<file path="src/rtl/line_mem_ctrl_pkg.sv">
// line_mem_ctrl_pkg: shared types for the cache memory-side path.
// Provides the cache<->memory request/response structs, the line/word
// geometry and the burst FSM state type used by line_mem_ctrl.
`timescale 1ns/1ps
package line_mem_ctrl_pkg;

  localparam int BEATS_PER_LINE = 4;
  localparam int WORD_W         = 32;
  localparam int LINE_W         = BEATS_PER_LINE * WORD_W;

  typedef enum logic [1:0] {
    IDLE = 2'd0,
    BEAT = 2'd1,
    RESP = 2'd2
  } line_mem_state_t;

  // Line request from the cache controller; rw = 1 is a write-back.
  typedef struct packed {
    logic [31:0]       addr;
    logic [LINE_W-1:0] data;
    logic              rw;
    logic              valid;
  } mem_req_t;

  // Completion: data is the line, ready is a one-cycle pulse.
  typedef struct packed {
    logic [LINE_W-1:0] data;
    logic              ready;
  } mem_resp_t;

endpackage

</file>
<file path="src/rtl/line_mem_ctrl.sv">
// line_mem_ctrl: executes one 128-bit line request as a 4-beat 32-bit
// en/ack burst on an external word bus, then pulses mem_resp.ready.
// Ports: clk, rst (async, active-high); mem_req in / mem_resp out toward the
// cache; ext_en/ext_we/ext_addr/ext_wdata out, ext_rdata/ext_ack in toward
// the bus; mem_err out only when LINE_MEM_CTRL_TIMEOUT_EN is defined, which
// also enables the per-beat ack timeout of TIMEOUT cycles.
`timescale 1ns/1ps
module line_mem_ctrl
  import line_mem_ctrl_pkg::*;
#(
  parameter int TIMEOUT = 255
) (
  input  logic        clk,
  input  logic        rst,
  input  mem_req_t    mem_req,
  output mem_resp_t   mem_resp,
  output logic        ext_en,
  output logic        ext_we,
  output logic [31:0] ext_addr,
  output logic [31:0] ext_wdata,
  input  logic [31:0] ext_rdata,
  input  logic        ext_ack
`ifdef LINE_MEM_CTRL_TIMEOUT_EN
  ,
  output logic        mem_err
`endif
);

  line_mem_state_t   state, state_nxt;
  logic [1:0]        beat;
  logic [1:0]        beat_inc;
  logic              rw_q;
  logic [27:0]       line_addr;
  logic [LINE_W-1:0] line_buf;
  logic              ready_q;

  // Byte offset bits of the request address are don't-care.
  logic unused_bits;
  assign unused_bits = ^{mem_req.addr[3:0], TIMEOUT[0]};

  assign beat_inc = beat + 2'd1;

`ifdef LINE_MEM_CTRL_TIMEOUT_EN
  localparam int WAIT_W = (TIMEOUT < 2) ? 1 : $clog2(TIMEOUT + 1);
  logic [WAIT_W-1:0] wait_cnt;
  logic              timeout_hit;

  // wait_cnt counts un-acked cycles already spent on this beat, so hitting
  // TIMEOUT-1 with no ack now means TIMEOUT cycles have gone by.
  assign timeout_hit = (state == BEAT) && !ext_ack &&
                       (wait_cnt == WAIT_W'(TIMEOUT - 1));
`endif

  // The buffer doubles as the response register: it is only reloaded when
  // a new request is taken, so the returned line stays stable until then.
  assign mem_resp.data  = line_buf;
  assign mem_resp.ready = ready_q;

  always_ff @(posedge clk or posedge rst) begin
    if (rst) state <= IDLE;
    else     state <= state_nxt;
  end

  always_comb begin
    state_nxt = state;
    case (state)
      IDLE: if (mem_req.valid) state_nxt = BEAT;
      BEAT: begin
        if (ext_ack && beat == 2'd3) state_nxt = RESP;
`ifdef LINE_MEM_CTRL_TIMEOUT_EN
        if (timeout_hit) state_nxt = RESP;
`endif
      end
      RESP:    state_nxt = IDLE;
      default: state_nxt = IDLE;
    endcase
  end

  // Bus outputs are registered one step ahead: the address/data for the
  // next beat are loaded on the edge that retires the current one.
  always_ff @(posedge clk or posedge rst) begin
    if (rst) begin
      beat      <= 2'd0;
      rw_q      <= 1'b0;
      line_addr <= '0;
      line_buf  <= '0;
      ready_q   <= 1'b0;
      ext_en    <= 1'b0;
      ext_we    <= 1'b0;
      ext_addr  <= '0;
      ext_wdata <= '0;
`ifdef LINE_MEM_CTRL_TIMEOUT_EN
      wait_cnt  <= '0;
      mem_err   <= 1'b0;
`endif
    end else begin
      ready_q <= 1'b0;
      case (state)
        IDLE: begin
          if (mem_req.valid) begin
            rw_q      <= mem_req.rw;
            line_addr <= mem_req.addr[31:4];
            line_buf  <= mem_req.data;
            beat      <= 2'd0;
            ext_en    <= 1'b1;
            ext_we    <= mem_req.rw;
            ext_addr  <= {mem_req.addr[31:4], 4'h0};
            ext_wdata <= mem_req.data[WORD_W-1:0];
`ifdef LINE_MEM_CTRL_TIMEOUT_EN
            wait_cnt  <= '0;
            mem_err   <= 1'b0;
`endif
          end
        end
        BEAT: begin
          if (ext_ack) begin
            if (!rw_q) line_buf[{beat, 5'd0} +: WORD_W] <= ext_rdata;
            if (beat == 2'd3) begin
              ext_en  <= 1'b0;
              ready_q <= 1'b1;
            end else begin
              beat      <= beat_inc;
              ext_addr  <= {line_addr, beat_inc, 2'b00};
              ext_wdata <= line_buf[{beat_inc, 5'd0} +: WORD_W];
            end
`ifdef LINE_MEM_CTRL_TIMEOUT_EN
            wait_cnt <= '0;
          end else if (timeout_hit) begin
            ext_en  <= 1'b0;
            ready_q <= 1'b1;
            mem_err <= 1'b1;
            // Words never delivered by the bus read back as zero.
            if (!rw_q) begin
              for (int i = 0; i < BEATS_PER_LINE; i++) begin
                if (2'(i) >= beat) line_buf[i*WORD_W +: WORD_W] <= '0;
              end
            end
          end else begin
            wait_cnt <= wait_cnt + 1'b1;
`endif
          end
        end
        default: ;
      endcase
    end
  end

endmodule
</file>
<file path="config.mk">
export PLATFORM = sky130hd
export DESIGN_NAME = line_mem_ctrl
export DESIGN_NICKNAME = d
export VERILOG_FILES = /design/src/rtl/line_mem_ctrl_pkg.sv /design/src/rtl/line_mem_ctrl.sv
export SDC_FILE = /design/constraint.sdc
export NUM_CORES = 1
export LEC_CHECK = 0
export CORE_ASPECT_RATIO = 0.7
export CORE_MARGIN = 2
export CORE_UTILIZATION = 45
export CTS_BUF_LIST = sky130_fd_sc_hd__clkbuf_8
export CTS_CLUSTER_DIAMETER = 200
export DETAILED_ROUTE_END_ITERATION = 16
export MAX_ROUTING_LAYER = met4
export PLACE_DENSITY = 0.88
export SLEW_MARGIN = 5
export SYNTH_ARGS = -nofsm -noshare
export SYNTH_HDL_FRONTEND = slang
export SYNTH_SLANG_ARGS = --single-unit
export TNS_END_PERCENT = 50
</file>
<file path="constraint.sdc">
create_clock -name clk -period 17.6 [get_ports clk]
set_input_delay 3.52 -clock clk [delete_from_list [all_inputs] [get_ports clk]]
set_output_delay 3.52 -clock clk [all_outputs]
set_load 0.01 [all_outputs]
</file>
=== Word level (Yosys, flattened, before mapping) ===
Cells that the tools add are included.

* Input port bits: 197
* Output and inout bits: 195
* Register bits: 227
* Logic and storage cells: 57

* Add/subtract/negate cells: 2
* Shift operators: 3
* Reduce and logical (&&, ||, !) cells: 8
* Muxes and demuxes: 27
* Equal/unequal tests: 8

{| class="wikitable"
|+ Operator list
! kind !! number
|-
| $mux 128 || 3
|-
| $pmux 128 s2 || 1
|-
| $mux 32 || 6
|-
| $bwmux 128 || 1
|-
| $pmux 32 s2 || 2
|-
| $shift 32x9->128 const A || 1
|-
| $shiftx 128x8->32 || 1
|-
| $shiftx 32x9->128 || 1
|-
| $ne 2x2->1 const B || 6
|-
| $reduce_and 4->1 || 3
|-
| $mux 2 || 5
|-
| $neg 7->9 || 1
|-
| $pmux 2 s2 || 2
|-
| $mux 1 || 6
|-
| $reduce_and 2->1 || 2
|-
| $add 2x1->2 const B || 1
|-
| $eq 2x1->1 const B || 1
|-
| $eq 2x2->1 const B || 1
|-
| $logic_not 2->1 || 1
|-
| $pmux 1 s2 || 1
|-
| $reduce_bool 2->1 || 1
|-
| $logic_and 1x1->1 || 1
|}

=== Longest topological paths before layout ===
Gate-level depths: netlist of run 1.

* Word-level depth: 6
* Depth in mapped cells: 9
* Depth with buffers taken out: 5

=== Worst setup path after synthesis of run 1 ===
OpenSTA, ideal clock, no wires.

* Path type: input -> register
* From: input mem_req[0] (netlist bit)
* To: register line_buf[84]
* Slack: 12.841 ns
* Library setup time: 0.125 ns
* Stages on the path: 5
* Data arrival time: 4.634 ns
* Buffers on the path: 2
* Data required time: 17.475 ns
* Cells stage by stage: or3b_1 buf_2 o21ai_2 buf_4 mux2_2

* Cells in the longest elaborated chain, start to end: 2

{| class="wikitable"
|+ Ends and longest elaborated chain
! what !! line !! source
|-
| start: declaration || line_mem_ctrl.sv:15 || <nowiki>input mem_req_t mem_req,</nowiki>
|-
| $ne 2x2->1 (no line) || - ||
|-
| $reduce_and 4->1 (no line) || - ||
|-
| end signal: assignment || line_mem_ctrl.sv:103 || <nowiki>line_buf <= mem_req.data;</nowiki>
|-
| end signal: indexed assignment || line_mem_ctrl.sv:117 || <nowiki>if (!rw_q) line_buf[{beat, 5'd0} +: WORD_W] <= ext_rdata;</nowiki>
|-
| end: declaration || line_mem_ctrl.sv:34 || <nowiki>logic [LINE_W-1:0] line_buf;</nowiki>
|}

No other way between the ends.
A chain may end at the register's enable or synchronous reset.

=== Final worst setup path of run 1 ===
* From: input mem_req[0] (netlist bit)
* To: register line_buf[6]

Same word-level chain as after synthesis.

==> metrics.txt, run 1 <==
slew margin rel. 0.183; via count roughly 11,000; number of global-route vias before repair between 10,000 and 15,000; post-detail-place hpwl 28.5 mm; worst-skew pair later-pin latency approximately 0.52 ns; post-place instance area approximately 16,000 um2; IO Pins roughly 390; Design Area, Final around 17,000 um2; synth unique cells 34; RSZ-0062 raised after global routing false; Synth Flop Type dfrtp_1; setup repair bufs after CTS 0; critical path startpoint category input port; Root Driver clkbuf_8; CTS resizes 0; worst min path class reg2reg; Cells after Synth about 1,100; Worst Max-Slew Pin Slew 1.22 ns; Routed WL 45.1 mm; CTS Buf Count 38; Area Growth Syn to Fin 39.3%; GRT overflow 0; clock sink count 223; post-synth top area cell dfrtp_1; WP data arrival ~6.2 ns; Finished Layout Cells 1,807; FP Rows 49; All-Layer GR Usage 0.328; CP required 17.99 ns; PD cells 197 nW/um2; # setup viols final 0; number of synthesized register bits between 200 and 250; pin count of the biggest net entering global routing 90; Synth Cell Area roughly 12,000 um2; Initial Util 0.461; max-slew violations 0; worst vdd ir between 0.1 and 0.15 mV; via-per-instance ratio roughly 6.2; Final Skew 0.0231 ns; initial DRC count approximately 1,100; post-route minimum period 5.82 ns; number of enable flip-flop cells after synthesis 0; Die Y ~140 um; Clock transition at path regs about 0.060 ns; Placed Cells 1,738; Seq/Total Area, Yosys 0.469; Mean Syn Cell Area roughly 11 um2; Clock Path Buffers 3; fraction of registers with async set/reset 1.00; post-synth top area share 0.469; post-route clock period utilization 0.330; Routed Antenna Nets 0; crit end category register; Max Clk Rate 172 MHz; Max Cap Viol 0; CTS tree built; Final Core Density 0.642; width of the die around 200 um; leakage 6.84 nW; DIE AREA around 28,000 um2; Nets between 1,500 and 2,000; hold_buf cts 0; Ant. Diodes 0; Remaining DRCs 0; final setup TNS 0 ns; top post-synthesis cells by area dfrtp_1 47%, mux2_2 18%, a32o_1 5.3%; outcome complete, no violations; CP Max Fanout 34; CTS H-tree depth 2; TritonRoute pass-1 iters 7; Core Area between 20,000 and 30,000 um2; Synth Warn # 0; final setup margin 11.78 ns; Hold Vio Cnt, Final 0; first-pass GRT wire length a little under 70 mm; pre-CTS setup slack roughly 11 ns; layout cells sized above 1 0.191; Final GP Congestion between 0.8 and 0.9; number of port buffers a little under 400; Setup CP Type in2reg; wire length per cell 25.0 um; initial antenna violation count 0
placed cells by master (no fill, tap or decap), types with 3 or more instances in the layout:
cell type / instances
a32o_1: 63
o21ai_4: 4
nand2_1: 148
nand2b_1: 4
mux2_2: 190
a222oi_1: 32
clkbuf_8: 47
buf_4: 16
a31oi_1: 28
clkdlybuf4s50_1: 385
o21ai_0: 3
nand3_1: 64
a21oi_1: 34
inv_1: 22
nor3_1: 60
and2_1: 32
dfrtp_1: 223
o2bb2ai_1: 65
sequential cells by signal (all words and copies together), names as in the netlist:
name,count
rw_q,1
line_buf,128
ready_q,1
beat,1
state,2
line_addr,28
ext_en,1
ext_addr,29
ext_wdata,32
path summary, 6_finish.rpt:
check	startpoint	to	slack, ns	cells past startpoint
max	mem_req[0]	line_buf[6]	11.78	5
max in group asynchronous	rst	line_buf[25]	12.64	3
min	line_addr[12]	line_addr[12]	0.48	2
min reg2reg	line_addr[12]	line_addr[12]	0.48	2
max reg2reg	beat[0]	ext_wdata[1]	14.09	6
min in group asynchronous	rst	line_buf[97]	3.47	2
critical path: stages:
cell             delay [ns]
clkdlybuf4s50_1        0.50
or3b_2                 0.85
o21ai_4                0.46
buf_4                  0.47
mux2_2                 0.38
cells in the mapped netlist, drive strengths merged (2+ instances only):
cell type    n
nor3b        2
nand2b       5
ha           5
o21ai        7
mux2       192
and2        32
nor3        60
nor2b        3
clkbuf      56
a21oi       34
dfrtp      223
nand3b       2
buf         68
nand3       64
nor2         2
inv          4
a32o        63
o2bb2ai     65
nand2      148
a31oi       28
a222oi      32
per-stage QoR:
step | hold WS, ns | power [W]
after floorplan | 0.446 | 0.00196
after global placement | 0.459 | 0.00270
after detailed placement | 0.463 | 0.00276
after CTS | 0.478 | 0.00325
after global routing | 0.499 | 0.00342
final | 0.477 | 0.00326
cells by family (layout without fill, tap and decap cells):
| group | count (synthesis) | after routing | share of synthesized area |
|---|---|---|---|
| other | 1 | 2 | 0.000315 |
| adders and majority gates | 5 | 5 | 0.00526 |
| buffers and inverters | 128 | 474 | 0.0532 |
| DFF | 223 | 223 | 0.469 |
| muxes | 192 | 192 | 0.182 |
| and+or+nand+nor | 325 | 325 | 0.129 |
| AOI/OAI and AO/OA | 229 | 229 | 0.161 |
cell type report:
class	instances	area (um2)
Tap cell	357	447
Sequential cell	223	5580
Clock buffer	47	647
Fill cell	2011	9240
Clock inverter	22	111
Timing Repair Buffer	401	3970
Multi-Input combinational cell	753	5790
Inverter	4	22.5
report_power, final:
group          internal (W)  switching [W]  total [W]
Sequential         0.000751       0.000173   0.000924
Combinational      0.000876       0.000987    0.00186
Clock              0.000255       0.000219   0.000474
routing by layer:
metal	wire length, um	global-route usage	vias up
li1	-	-	4779
met1	17900	0.424	5594
met2	20600	0.510	737
met3	5170	0.0795	109
met4	1390	0.106	0
met5	0	-	-
(Power assumes the default switching activity.)
==> run 2: changes to the inputs <==
CORE_UTILIZATION = 43   (was 45)
clock period = 4.8 ns   (was 17.6 ns; I/O delays follow)
==> metrics.txt, run 2 (synthesized netlist as in run 1, its figures left out) <==
fill cell count 2,123 (+5.6%); Remaining DRCs 0 (unchanged); initial DRC count 1,154 (+5.8%); All-Layer GR Usage 0.317 (-0.0112); setup repair bufs after CTS 0 (unchanged); wire length per cell 25.0 um (+0.17%); # setup viols final 0 (unchanged); first-pass GRT wire length 68.3 mm (+0.66%); Initial Util 0.441 (-0.0197); Hold Vio Cnt, Final 0 (unchanged); Worst Max-Slew Pin Slew 1.28 ns (+0.0549 ns); Root Driver clkbuf_8; final setup TNS 0 ns (unchanged); Top Registers line_buf x128, ext_wdata x32, ext_addr x29; max reg flops 128 (unchanged); Worst path slowest cell ha_4; width of the die 203 um (+2.3%); RR Startpoint beat[0]; via count 11,300 (+0.41%); clock sink count 223 (unchanged); CTS Buf Count 37 (-2.6%); post-detail-place hpwl 29.1 mm (+2.1%); number of global-route vias before repair 11,500 (+0.32%); Clock Path Buffers 3 (unchanged); outcome complete, no violations; met3 wire length 4.94 mm (-4.5%); Reg2Reg Depth 6 (unchanged); CP Launch Point beat[0]; CP required 5.19 ns (-12.80 ns); hold depth 2 (unchanged); Crit path largest cell delay 0.96 ns (+0.11 ns); worst min path class reg2reg; Nets 1,630 (+0.43%); GRT overflow 0 (unchanged); Clock transition at path regs 0.06 ns (about the same); slew margin rel. 0.146 (-0.0367); pin count of the biggest net entering global routing 90 (unchanged); number of port buffers 385 (unchanged); Core Area 27,000 um2 (+4.5%); most common cell after layout, fill and taps aside clkdlybuf4s50_1; Top Metal Used met4; RSZ-0062 raised after global routing false; post-route clock period utilization 0.693; CP Max Fanout 77 (+130%); critical path startpoint category register; Routed Antenna Nets 0 (unchanged); DIE AREA 29,000 um2 (+4.5%); layout cells sized above 1 0.193 (+0.00220); worst r2r dst ext_wdata[12]; routed wl met2 21.1 mm (+2.3%); worst-skew pair later-pin latency 0.55 ns (+0.03 ns); initial antenna violation count 3 (+3); Final Skew 0.0298 ns (+0.00668 ns); total power draw 0.0119 W (+260%); Final GP Congestion 0.906 (+3.2%); most frequent cells in the layout 385 x clkdlybuf4s50_1, 223 x dfrtp_1, 190 x mux2_2; post-route minimum period approximately 3.3 ns; CTS tree built; CTS resizes 0 (unchanged); PD cells 715 nW/um2 (+260%); pre-CTS setup slack 1.36 ns (-9.91 ns); worst vdd ir 0.476 mV (+310%); Worst Setup EP ext_wdata[12]; FP Rows 50 (+2.0%); worst-path cell chain inv_1 -> ha_4 -> buf_4 -> mux2_2 -> a222oi_1 -> a21oi_1; Max Clk Rate roughly 300 MHz; register-to-register setup slack 1.47 ns (-12.62 ns); Biggest register line_buf; WP data arrival 3.72 ns (-2.48 ns); hold_buf cts 0 (unchanged); TritonRoute pass-1 iters 9 (+2); final setup margin 1.47 ns (-10.31 ns); CTS H-tree depth 2 (unchanged); leakage 6.82 nW (-0.24%); Design Area, Final 16,600 um2 (+0.19%); via-per-instance ratio 6.20 (about the same); Area Growth Syn to Fin 39.6%; IO Pins 392 (unchanged); post-place instance area 15,900 um2 (+0.65%); Routed WL 45.4 mm (+0.67%); max-slew violations 0 (unchanged); Die Y 143 um (+2.2%); crit end category register; M1 wire length 18.1 mm (+0.78%); Setup CP Type reg2reg; Max Cap Viol 0 (unchanged)
-- run 2: layer usage --
| metal | global-route usage | vias up |
|---|---|---|
| met5 | - | - |
| met4 | 0.124 | 0 |
| met3 | 0.0783 | 101 |
| met2 | 0.494 | 733 |
| met1 | 0.401 | 5648 |
| li1 | - | 4783 |
-- run 2: worst min-delay path by stage --
stage	from	end	slack (ns)
floorplan	line_addr[0]	line_addr[0]	0.45
global placement	line_addr[6]	line_addr[6]	0.46
detailed placement	line_addr[26]	line_addr[26]	0.46
CTS	line_addr[17]	line_addr[17]	0.48
global route	line_addr[26]	line_addr[26]	0.49
finish	line_addr[17]	line_addr[17]	0.47
-- run 2: stage by stage --
stage,util,instances,hold WS (ns)
after detailed placement,0.590,1753,0.461
after global routing,0.616,1816,0.493
after global placement,0.590,1753,0.459
final,0.616,1816,0.473
after CTS,0.615,1813,0.477
after floorplan,-,1104,0.446
-- run 2: layout make-up --
type | count | area, um2 | share of cell area
inverters | 4 | 18.8 | 0.00113
diodes | 3 | 7.51 | 0.000452
repair buffers | 409 | 4070 | 0.245
multi-input cells | 753 | 5790 | 0.349
clock buffers | 45 | 619 | 0.0373
well taps | 364 | 455 | 0.0274
flip-flops and latches | 223 | 5580 | 0.336
clock inverters | 15 | 60.1 | 0.00362
-- run 2: power by group --
| part | internal, W | switching [W] | total (W) |
|---|---|---|---|
| Sequential | 0.00275 | 0.000638 | 0.00339 |
| Clock | 0.000837 | 0.000786 | 0.00162 |
| Combinational | 0.00324 | 0.00361 | 0.00686 |
| Total | 0.00684 | 0.00504 | 0.0119 |
-- run 2: critical path, delay by kind of cell, from the launching register on --
family | cells | cell delay (ns)
compound gates | 2 | 0.55
mux | 1 | 0.38
fa+ha+maj | 1 | 0.96
flops | 1 | 0.53
buf+inv | 2 | 0.71
